<file path="src/rtl/uart_rx.sv">
// UART receiver, 8N1, LSB first.
// The line is synchronised before use. Each bit is sampled at its midpoint
// by a down-counter that is timed from the falling edge of the start bit.
// A received byte goes to a one-entry holding register with a valid/ready
// handshake.
module uart_rx #(
  parameter int unsigned CLK_FREQ = 50_000_000,
  parameter int unsigned BAUD     = 9600
) (
  input  logic       clk,
  input  logic       rst,
  input  logic       serial_rx,
  output logic [7:0] data_o,
  output logic       valid_o,
  input  logic       ready_i,
  output logic       frame_err_o,
  output logic       overrun_o
);

  localparam int unsigned BIT_CYCLES  = CLK_FREQ / BAUD;
  localparam int unsigned HALF_CYCLES = BIT_CYCLES / 2;
  localparam int unsigned CNT_W       = (BIT_CYCLES > 1) ? $clog2(BIT_CYCLES) : 1;

  localparam logic [CNT_W-1:0] BIT_RELOAD  = CNT_W'(BIT_CYCLES - 1);
  localparam logic [CNT_W-1:0] HALF_RELOAD = CNT_W'(HALF_CYCLES - 1);

  typedef enum logic [2:0] {
    S_IDLE,
    S_START,
    S_DATA,
    S_STOP,
    S_WAIT_HIGH
  } state_t;

  state_t           state_q;
  logic [CNT_W-1:0] cnt_q;
  logic [2:0]       idx_q;
  logic [7:0]       shift_q;
  logic [7:0]       data_q;
  logic             valid_q;
  logic             ferr_q;
  logic             ovr_q;

  logic             rx_meta_q;
  logic             rx_s_q;

  logic             consume;
  logic             cnt_zero;

  assign consume  = valid_q & ready_i;
  assign cnt_zero = (cnt_q == '0);

  // Two-flop synchroniser for the asynchronous line. It resets to idle-high
  // so that reset does not look like a start bit.
  always_ff @(posedge clk or posedge rst) begin
    if (rst) begin
      rx_meta_q <= 1'b1;
      rx_s_q    <= 1'b1;
    end else begin
      rx_meta_q <= serial_rx;
      rx_s_q    <= rx_meta_q;
    end
  end

  // Receive FSM together with the holding register and the status pulses.
  always_ff @(posedge clk or posedge rst) begin
    if (rst) begin
      state_q <= S_IDLE;
      cnt_q   <= '0;
      idx_q   <= '0;
      shift_q <= '0;
      data_q  <= '0;
      valid_q <= 1'b0;
      ferr_q  <= 1'b0;
      ovr_q   <= 1'b0;
    end else begin
      ferr_q <= 1'b0;
      ovr_q  <= 1'b0;
      if (consume) begin
        valid_q <= 1'b0;
      end

      case (state_q)
        S_IDLE: begin
          if (!rx_s_q) begin
            cnt_q   <= HALF_RELOAD;
            state_q <= S_START;
          end
        end

        S_START: begin
          if (!cnt_zero) begin
            cnt_q <= cnt_q - CNT_W'(1);
          end else if (!rx_s_q) begin
            cnt_q   <= BIT_RELOAD;
            idx_q   <= '0;
            state_q <= S_DATA;
          end else begin
            // The line went high again before mid-bit, so treat it as a glitch.
            state_q <= S_IDLE;
          end
        end

        S_DATA: begin
          if (!cnt_zero) begin
            cnt_q <= cnt_q - CNT_W'(1);
          end else begin
            shift_q[idx_q] <= rx_s_q;
            cnt_q          <= BIT_RELOAD;
            idx_q          <= idx_q + 3'd1;
            if (idx_q == 3'd7) begin
              state_q <= S_STOP;
            end
          end
        end

        S_STOP: begin
          if (!cnt_zero) begin
            cnt_q <= cnt_q - CNT_W'(1);
          end else if (rx_s_q) begin
            // A consume in the same cycle frees the register, so the new byte
            // replaces the old one and valid stays high without an overrun.
            if (!valid_q || ready_i) begin
              data_q  <= shift_q;
              valid_q <= 1'b1;
            end else begin
              ovr_q <= 1'b1;
            end
            state_q <= S_IDLE;
          end else begin
            ferr_q  <= 1'b1;
            state_q <= S_WAIT_HIGH;
          end
        end

        S_WAIT_HIGH: begin
          if (rx_s_q) begin
            state_q <= S_IDLE;
          end
        end

        default: state_q <= S_IDLE;
      endcase
    end
  end

  assign data_o      = data_q;
  assign valid_o     = valid_q;
  assign frame_err_o = ferr_q;
  assign overrun_o   = ovr_q;

endmodule

</file>
<file path="config.mk">
export PLATFORM = sky130hd
export DESIGN_NAME = uart_rx
export DESIGN_NICKNAME = d
export VERILOG_FILES = /design/src/rtl/uart_rx.sv
export SDC_FILE = /design/constraint.sdc
export NUM_CORES = 1
export LEC_CHECK = 0
export CAP_MARGIN = 15
export CORE_ASPECT_RATIO = 0.7
export CORE_MARGIN = 2
export CORE_UTILIZATION = 40
export DETAILED_ROUTE_END_ITERATION = 10
export SLEW_MARGIN = 20
export SYNTH_ARGS = -nofsm -noshare
export SYNTH_HDL_FRONTEND = slang
export SYNTH_SLANG_ARGS = --single-unit
</file>
<file path="constraint.sdc">
create_clock -name clk -period 2.4 [get_ports clk]
set_input_delay 0.48 -clock clk [delete_from_list [all_inputs] [get_ports clk]]
set_output_delay 0.48 -clock clk [all_outputs]
set_load 0.005 [all_outputs]
</file>
After elaboration in Yosys (flattened, before gate mapping)
Index checks and enable logic that the tools add are counted.

Flip-flop bits (word level): 40. Input bits: 4. Output and inout bits: 11. Word-level logic and storage cells: 75.

$add $sub $neg: 2. $lt $le $gt $ge: 2. Equality and inequality tests: 14. Mux-type cells: 34. Bitwise gates (word level): 1. Reductions and logical operators: 12.

Operator list (number): $mux W13 (5); $pmux W13 S4 (1); $mux W3 (10); $ne A2 B2 Y1 const B (8); $pmux W3 S5 (1); $logic_not A13 Y1 (1); $mux W1 (13); $sub A13 B1 Y13 const B (1); $reduce_and A4 Y1 (3); $bwmux W8 (1); $eq A3 B2 Y1 const B (2); $eq A3 B3 Y1 const B (2); $pmux W3 S2 (1); $reduce_and A6 Y1 (1); $lt A3 B4 Y1 const B (1); $reduce_bool A4 Y1 (1); $add A3 B1 Y3 const B (1); $demux W1 S3 (1); $eq A3 B1 Y1 const B (1); $ge A3 B1 Y1 const B (1); $logic_not A3 Y1 (1); $ne A3 B3 Y1 const B (1); $mux W2 (1); $reduce_and A2 Y1 (1); other kinds (5) (5).

Longest topological paths before layout
Depth after elaboration: 6. Gate-level depth with buffers: 8. Depth with buffers taken out: 7.

Worst setup path before layout
No wires, ideal clock.

Path type: register -> register. From: register cnt_q[0]. To: register shift_q[2]. Setup time: 0.125 ns. Arrival time: 2.138 ns. Data required time: 2.275 ns. Setup slack: 0.137 ns. Stages on the path, launching flop included: 8. Path buffers: 0. Clock period less this slack: 2.263 ns. Cell sequence: dfrtp_1 inv_1 ha_1 or4b_1 nor4_4 nand2b_2 nor3b_1 mux2_2.

Cells in the longest elaborated chain, start to end: 2.

RTL lines: from (decl) (line 36) `logic [CNT_W-1:0] cnt_q;`; from (signal assigned) (line 93) `cnt_q <= cnt_q - CNT_W'(1);`; from (signal assigned) (line 106) `cnt_q <= cnt_q - CNT_W'(1);`; from (signal assigned) (line 119) `cnt_q <= cnt_q - CNT_W'(1);`; $logic_not A13 Y1 (line 51) `assign cnt_zero = (cnt_q == '0);`; $reduce_and A2 Y1 (no line); to (signal, indexed assignment) (line 108) `shift_q[idx_q] <= rx_s_q;`; to (decl) (line 38) `logic [7:0] shift_q;`.

No other way between the ends. A chain may end at the register's enable or synchronous reset.

Worst setup path after layout
From: register cnt_q[1]. To: register cnt_q[6].

Cells in the longest elaborated chain, start to end: 3. Elaborated cells on any way between the ends: 9. Classes of those cells: add/sub (1); eq/ne (2); mux (4); reduce/logical (2).

RTL lines: $sub A13 B1 Y13 / $logic_not A13 Y1 (equally long branches); $mux W13 (tied with other cells) (line 118) `if (!cnt_zero) begin`; $pmux W13 S4 / $reduce_and A4 Y1 (equally long branches).

Parallel ways exist; a longest one is shown, timed or not. The select of a mux whose other input is x is not followed.

==> results.json <==
{
  "initial_core_util_pct": 41.4,
  "num_vias": 1492,
  "final-instance-count-excl-fill": 275,
  "seq_area_frac_synth_pct": 50.7,
  "crit_required_ns": 2.59,
  "cts_sinks": 40,
  "final_antenna_net_count": 0,
  "p_leak_nw": 1.05,
  "cts_tree": "built",
  "die_area_mm2": 0.00554,
  "hpwl_mm": 2.77,
  "cts_buffer_depth": 2,
  "place.gp.congestion": 0.889,
  "fin_setup_tns_ns": 0,
  "synthFlopType": "dfrtp_1",
  "grt_pass1_wl_mm": 6.42,
  "ir_drop_mv": 0.306,
  "hold_path.class": "register to register",
  "layout_common_cells": "dfrtp_1, mux2_2, nor2_1, clkdlybuf4s50_1",
  "syn_nets": 192,
  "wl_per_cell_um": 14.0,
  "met2_length_mm": 1.66,
  "htree_levels": 2,
  "layout_commonest_cell": "dfrtp_1",
  "grt_max_degree": 41,
  "top_layer": "met4",
  "syn_area_per_cell_um2": 10.8,
  "first_pass_iters": 4,
  "cp_max_fo": 10,
  "start_kind": "register",
  "die_x_um": 88.1,
  "rows": 21,
  "fmax_mhz": 442,
  "grt-ovfl-total": 0,
  "worstMarginPinSlew_ns": 0.710,
  "ios": 15,
  "antenna_found_initial": 0,
  "drt-total-wl_mm": 3.85,
  "cts_buffers": 5,
  "cap_violations": 0,
  "diodes": 0,
  "synth_edf_count": 0,
  "synthDistinctLibCells": 42,
  "met3_wirelength_um": 253,
  "fill_cells": 441,
  "area_growth_pct": 19.0,
  "vias_per_cell": 5.43,
  "crit-reg2reg-launch": "cnt_q[1]$_DFFE_PP0P_",
  "portBuffers": 14,
  "rsz0062_at_grt": "no",
  "critPathArrivalTime_ns": 2.45,
  "r2r-end": "cnt_q[6]$_DFFE_PP0P_",
  "syn_area_mm2": 0.00198,
  "fin_skew_ns": 0.00598,
  "cellPowerDensity_mw_per_mm2": 527,
  "clkTransAtPathRegs_ns": 0.08,
  "cts_setup_buffers": 0,
  "synth.yosys.warnings": 0,
  "final_area_mm2": 0.00235,
  "worstSetupEndpointType": "register",
  "core_mm2": 0.00478,
  "period_share_pct": 94.4,
  "dpl_cell_area_mm2": 0.00223,
  "die_h_um": 62.9,
  "drive_above_1_share_pct": 22.3,
  "min_delay_worst_endpoint": "rx_s_q$_DFF_PP1_",
  "first_global_vias": 1310,
  "ys_seq_elements": 40,
  "drc": 0,
  "setup_violations": 0,
  "nNetsFinal": 213,
  "place_ws_ns": 0.0625,
  "fin_ws_ns": 0.135,
  "ff2ff_path_depth": 7,
  "drt_iter0_markers": 127,
  "maxSlewViolCount": 0,
  "syn_inst": 184,
  "finalHoldViolations": 0,
  "timing.slew.headroom_pct": 52.7,
  "wl_met1_mm": 1.90,
  "clk_latency_ns": 0.29,
  "min_from": "rx_meta_q$_DFF_PP1_",
  "dp.cells": 267,
  "rrSetupSlack_ns": 0.14,
  "grt_usage_pct": 15.0,
  "fin_crit_ns": 2.26,
  "cts_root_buf": "clkbuf_8",
  "hold_depth": 0,
  "status": "finished, final reports clean",
  "worstSetupPathType": "register to register",
  "synthArstFlopShare_pct": 100
}
critical path, cell delays in order (launching register included):
cell and delay [ns]:
dfrtp_1 0.40, inv_1 0.10, ha_1 0.14, or4b_4 0.50
nor3_4 0.40, a21o_1 0.27, o21ai_0 0.12, a21o_1 0.22
layout make-up:
cell class,count,area (um^2),share of cell area (%)
flip-flops and latches,40,1000,42.6
multi-input cells,128,920,39.1
repair buffers,24,215,9.14
well taps,69,86.3,3.67
clock buffers,6,72.6,3.08
clock inverters,2,35.0,1.49
inverters,6,22.5,0.956
cell families after synthesis:
group / after synthesis / synth area share (%)
adder cells (fa/ha/maj): 4 / 2.53
buffers and inverters: 16 / 3.48
multiplexers: 17 / 9.61
flip-flops: 40 / 50.7
AND/OR/NAND/NOR: 62 / 18.5
XOR/XNOR: 1 / 0.443
AO/OA/AOI/OAI: 44 / 14.8
metal layers:
metal  GRT usage [%]  vias to the layer above
li1                -                      712
met1            23.9                      721
met2            19.6                       55
met3            3.70                        4
met4            4.55                        0
met5               0                        -
repair_timing:
item                                    CTS  global route
endpoints found under the setup margin    0            16
resized for setup                         0             3
hold buffers                              0             0
hold endpoints to repair                  0             0
sequential cells by signal, indices dropped and copies added, names as in the netlist:
name	cells
state_q	3
data_o	8
rx_meta_q	1
idx_q	3
valid_o	1
overrun_o	1
shift_q	8
rx_s_q	1
cnt_q	13
frame_err_o	1
cell usage after synthesis (all sizes together), types with 2 or more instances:
| library cell | number | share of area [%] |
|---|---|---|
| nor3 | 8 | 2.6 |
| nand3b | 3 | 1.1 |
| nor3b | 6 | 2.3 |
| a21o | 4 | 1.5 |
| ha | 4 | 2.5 |
| buf | 5 | 1.4 |
| clkbuf | 5 | 0.95 |
| inv | 6 | 1.1 |
| nor4 | 2 | 1.4 |
| a22o | 4 | 1.8 |
| dfrtp | 38 | 48 |
| dfstp | 2 | 2.7 |
| a311oi | 3 | 1.3 |
| nand2b | 2 | 0.76 |
| a21oi | 12 | 3.0 |
| o21ai | 12 | 3.0 |
| nand3 | 5 | 1.3 |
| a22oi | 2 | 0.76 |
| nand2 | 12 | 2.3 |
| nor2 | 14 | 2.7 |
| or4 | 3 | 1.1 |
| mux2 | 16 | 9.1 |
worst max path at each step:
stage                     slack [ns]            startpoint  depth (start not counted)                      to
after floorplan                 0.14  cnt_q[0]$_DFFE_PP0P_                          7  shift_q[2]$_DFFE_PP0P_
after global placement          0.12  cnt_q[1]$_DFFE_PP0P_                          7    cnt_q[6]$_DFFE_PP0P_
after detailed placement        0.06  cnt_q[1]$_DFFE_PP0P_                          7   cnt_q[11]$_DFFE_PP0P_
after CTS                       0.04  cnt_q[1]$_DFFE_PP0P_                          7    cnt_q[6]$_DFFE_PP0P_
after global routing            0.02  cnt_q[1]$_DFFE_PP0P_                          7    cnt_q[6]$_DFFE_PP0P_
final                           0.14  cnt_q[1]$_DFFE_PP0P_                          7    cnt_q[6]$_DFFE_PP0P_
power by group:
part	internal, mW	switching [mW]	total (mW)
clock	0.309	0.230	0.538
sequential	0.677	0.00273	0.679
combinational	0.00762	0.0166	0.0243
total	0.993	0.249	1.24
per-stage QoR:
stage | util (%) | total power, mW | hold slack (ns)
after floorplan | - | 0.706 | 0.345
after global placement | 46.7 | 0.718 | 0.346
after detailed placement | 46.7 | 0.718 | 0.351
after CTS | 49.0 | 1.26 | 0.362
after global routing | 49.2 | 1.28 | 0.367
final | 49.2 | 1.24 | 0.360
Power figures use the tool's default switching activity.
